`config.mk`:
```
export PLATFORM = sky130hd
export DESIGN_NAME = seg_frame_ctrl
export DESIGN_NICKNAME = d
export VERILOG_FILES = /design/src/rtl/seg_frame_ctrl.sv
export SDC_FILE = /design/constraint.sdc
export NUM_CORES = 1
export LEC_CHECK = 0
export CAP_MARGIN = 20
export CORE_ASPECT_RATIO = 0.9
export CORE_UTILIZATION = 58
export DETAILED_ROUTE_END_ITERATION = 8
export GPL_TIMING_DRIVEN = 0
export PLACE_DENSITY = 0.86
export SLEW_MARGIN = 20
export SYNTH_ARGS = -nofsm -noshare
export SYNTH_HDL_FRONTEND = slang
export SYNTH_SLANG_ARGS = --single-unit
```
`constraint.sdc`:
```
create_clock -name clk -period 5.2 [get_ports clk]
set_input_delay 1.04 -clock clk [delete_from_list [all_inputs] [get_ports clk]]
set_output_delay 1.04 -clock clk [all_outputs]
set_load 0.02 [all_outputs]
```
`src/rtl/seg_frame_ctrl.sv`:
```
// Double-buffered 16x16-bit segment frame with round-robin write arbitration
// and tick-aligned commit, so the displayed frame is never torn.
module seg_frame_ctrl #(
  parameter int unsigned FRAME_DIV = 1000
) (
  input  logic         clk,
  input  logic         reset,
  input  logic         req_a,
  input  logic [3:0]   addr_a,
  input  logic [15:0]  data_a,
  output logic         ack_a,
  input  logic         req_b,
  input  logic [3:0]   addr_b,
  input  logic [15:0]  data_b,
  output logic         ack_b,
  input  logic         commit_req,
  output logic         frame_tick,
  output logic         busy,
  output logic [255:0] out_seg
);

  localparam int unsigned CNT_W  = (FRAME_DIV > 2) ? $clog2(FRAME_DIV) : 1;
  localparam int unsigned WORD_W = 16;
  localparam int unsigned NWORDS = 16;

  typedef enum logic [1:0] {
    IDLE    = 2'd0,
    PENDING = 2'd1,
    COPY    = 2'd2
  } state_t;

  state_t             state_q, state_d;
  logic [CNT_W-1:0]   cnt_q;
  logic               last_b_q;
  logic [WORD_W-1:0]  shadow_q [NWORDS];

  logic               gnt_a, gnt_b;
  logic               wr_en;
  logic [3:0]         wr_addr;
  logic [WORD_W-1:0]  wr_data;

  assign frame_tick = (cnt_q == CNT_W'(FRAME_DIV - 1));
  assign busy       = (state_q != IDLE);
  assign ack_a      = gnt_a;
  assign ack_b      = gnt_b;

  // Free-running frame counter; keeps counting through COPY.
  always_ff @(posedge clk or negedge reset) begin
    if (!reset) begin
      cnt_q <= '0;
    end else if (frame_tick) begin
      cnt_q <= '0;
    end else begin
      cnt_q <= cnt_q + CNT_W'(1);
    end
  end

  always_ff @(posedge clk or negedge reset) begin
    if (!reset) begin
      state_q <= IDLE;
    end else begin
      state_q <= state_d;
    end
  end

  always_comb begin
    state_d = state_q;
    case (state_q)
      IDLE:    if (commit_req) state_d = frame_tick ? COPY : PENDING;
      PENDING: if (frame_tick) state_d = COPY;
      COPY:    state_d = commit_req ? PENDING : IDLE;
      default: state_d = IDLE;
    endcase
  end

  // Round-robin: on a tie the requester not granted last wins.
  always_comb begin
    gnt_a   = 1'b0;
    gnt_b   = 1'b0;
    wr_en   = 1'b0;
    wr_addr = '0;
    wr_data = '0;
    if (reset && (state_q != COPY)) begin
      gnt_a = req_a && (!req_b || last_b_q);
      gnt_b = req_b && !gnt_a;
    end
    if (gnt_a) begin
      wr_en   = 1'b1;
      wr_addr = addr_a;
      wr_data = data_a;
    end else if (gnt_b) begin
      wr_en   = 1'b1;
      wr_addr = addr_b;
      wr_data = data_b;
    end
  end

  always_ff @(posedge clk or negedge reset) begin
    if (!reset) begin
      last_b_q <= 1'b1;
    end else if (gnt_a) begin
      last_b_q <= 1'b0;
    end else if (gnt_b) begin
      last_b_q <= 1'b1;
    end
  end

  always_ff @(posedge clk or negedge reset) begin
    if (!reset) begin
      for (int k = 0; k < int'(NWORDS); k++) shadow_q[k] <= '0;
    end else if (wr_en) begin
      shadow_q[wr_addr] <= wr_data;
    end
  end

  // Publish the whole shadow frame at the edge that ends COPY.
  always_ff @(posedge clk or negedge reset) begin
    if (!reset) begin
      out_seg <= '0;
    end else if (state_q == COPY) begin
      for (int k = 0; k < int'(NWORDS); k++) out_seg[WORD_W*k +: WORD_W] <= shadow_q[k];
    end
  end

endmodule

```
==> impl_results.md <==
* Final count of pins violating max slew at 0
* Switch share at ~22%
* Worst ir drop on vdd at around 280 uV
* Arrival time of the worst setup path at approximately 3.8 ns
* Top cells by area, synth: dfrtp_1 65%, mux2_2 27%, a21oi_1 0.89%
* Crit path cell chain: buf_8, buf_16, buf_2, nand4_1, inv_2, buf_4, buf_2, clkdlybuf4s50_1
* Fin worst setup slack at approximately 0.39 ns
* Clock slew at the register clock pins of the worst setup and hold paths at ~0.06 ns
* Peak Freq at 208 MHz
* Sink Count at 525
* Die Y-Extent at ~180 um
* Synth area leader: dfrtp_1
* Die W at ~200 um
* CP peak stage delay at 0.69 ns
* Crit start category: primary input
* Final Cycle Share at between 90% and 100%
* HP Class: primary input to async pin
* Initial antenna violation count at 0
* Most frequent cells in the layout: 524 x dfrtp_1, 486 x mux2_2, 303 x clkdlybuf4s50_1
* Part of the power in the clock network at between 40% and 50%
* Final setup fails at 0
* Grt ovf at 0
* P&R area growth vs syn at 27.4%
* Status: finished clean
* PD cells at roughly 350 mW/mm^2
* Synth top area share at between 60% and 70%
* Seq/Total Area, Yosys at around two thirds
* CTS tree: done
* H-tree Lvls at 2
* Drt wl/cell at approximately 24 um
* CP dominant cell by count: buf_2
* Antenna diodes at 0
* Setup TNS Final at 0 ns
* Setup CP Type: primary input to primary output
* Post-DP HPWL at between 30000 and 40000 um
* Drt total wl at 50900 um
* GRT Util Overall at between 20% and 30%
* Num CTS Buffers at around 50
* Maximum clock insertion buffer count at 3
* Critical path capture point type: primary output
* RSZ-0062 raised after global routing: no
* GPL Wtd Cong at about 0.87
* DRT Pass-1 Iters at 5
* P_sw at approximately 0.002 W
* Pint at roughly 0.0070 W
* Worst slack, placed at ~0.084 ns
* Core area at approximately 0.034 mm^2
* Initial core utilization at slightly below 60%
* Fin Hold WS at approximately 0.39 ns
* Layout cells sized above 1 at a little under two fifths
* Commonest non-fill, non-tap cell in the layout: dfrtp_1
* Ys flop type: dfrtp_1
* Final-stage net count at approximately 1700
* Synth Area per Inst at roughly 16 um^2
* Synth cell types at between 40 and 50
* Cell Rows at between 60 and 70
* Die area at between 0.03 and 0.04 mm^2
* Slowest cell on the critical path: clkdlybuf4s50_1
* Synth Register Bits at 525
* Largest net degree at the start of global routing at between 100 and 150
* DR vias/cell at between 5 and 6
* DRC at 0
* Warnings from Yosys at 0
* Crit path max fanout at 82
* Synth Instances at roughly 1300
* I/O pins at around 300
* Cts hold-fix bufs at 0
* Hold Fails Final Rpt at 0
* First-pass GRT wire length at 77900 um
* Post-synth EDFFs at 0
* Largest delay share family, worst path: buffers and inverters
* Bufs and invs on worst path at 7
* Clk root buf: clkbuf_16
* Leak at between 10 and 15 nW
* Max_cap viols at 0
* Rel. slew slack at 39.4%
* PortBufs at approximately 300
* Vias at between 10000 and 15000
* Vias in the first global route at about 13000
* Mapped Area at just over 0.02 mm^2
* Skew final at 0.0179 ns
* Async SR Flop Fraction at 100%
* 1st-iter DRT viols at 691
* CP Data Required Time at ~4.2 ns
* Syn nets at roughly 1300
* Combinational power share at between 6 and 7%
* Min Tclk post-route at roughly 4.8 ns
* Antenna viol nets, final at 0
* Part of the power in registers at roughly half
* Worst-Margin Slew at 0.908 ns
* Skew-Pair Late Insertion Delay at about 0.57 ns
## cells by family after synthesis
family                     count (synthesis)  share of synthesized area, %
AOI/OAI and AO/OA                         89                          3.29
xor gates and xnor gates                   6                         0.259
adders and majority gates                  1                        0.0618
buffers and inverters                     84                          1.87
DFF                                      525                          64.9
muxes                                    496                          27.8
and+or+nand+nor                           74                          1.87
## registers in the layout, summed over array words and instances (netlist names)
name      flops
last_b_q      1
out_seg     256
cnt_q        10
state_q       2
shadow_q    256
## per-layer routing
metal	global-route usage, %	vias to the layer above	wire length, um
li1	-	5303	-
met1	38.8	6498	21000
met2	47.8	411	24600
met3	7.34	106	3570
met4	10.7	0	1770
met5	0	-	0
## power groups by stage
stage               Sequential (W)  Clock [W]  Combinational (W)
CTS                        0.00450    0.00394           0.000596
floorplan                  0.00451          0           0.000338
global placement           0.00456          0           0.000542
finish                     0.00450    0.00389           0.000589
global route               0.00453    0.00412           0.000643
detailed placement         0.00456          0           0.000584
## final cells by class
cell class	count	area, um^2
clock inverters	24	318
inverters	7	26.3
well taps	462	578
repair buffers	309	3190
flip-flops and latches	525	13100
fillers	2037	8390
plain buffers	75	347
multi-input cells	666	6730
clock buffers	70	1480
## worst paths after layout
| path | from | end | slack [ns] | cells after the start |
|---|---|---|---|---|
| max | reset | ack_a | 0.39 | 8 |
| min | reset | out_seg[184] | 0.39 | 1 |
| max reg2reg | last_b_q | shadow_q[181] | 2.00 | 8 |
| min reg2reg | cnt_q[0] | cnt_q[0] | 0.48 | 1 |
| max in group asynchronous | reset | out_seg[229] | 3.44 | 3 |
| min in group clk | cnt_q[0] | cnt_q[0] | 0.48 | 1 |
## Yosys cell counts (all sizes together) (6+ instances only)
master and count:
dfrtp 524, nand4 6, o221ai 16, a22o 16, mux2 496, nand2 22
inv 7, nor2 20, buf 29, a21oi 36, clkbuf 48
## what timing repair did
action | in CTS | in global routing
resized for setup | 0 | 1
endpoints found under the setup margin | 0 | 2
buffers inserted | 0 | 0
## through the flow
step | std cells | util, % | total power, W | instance area (um^2)
after CTS | 2140 | 75.5 | 0.00904 | 25800
after floorplan | 1275 | - | 0.00485 | 20300
final | 2138 | 75.5 | 0.00898 | 25800
after global routing | 2138 | 75.5 | 0.00929 | 25800
after global placement | 2041 | 69.8 | 0.00510 | 23900
after detailed placement | 2046 | 70.2 | 0.00515 | 24000
Power figures use the tool's default switching activity.
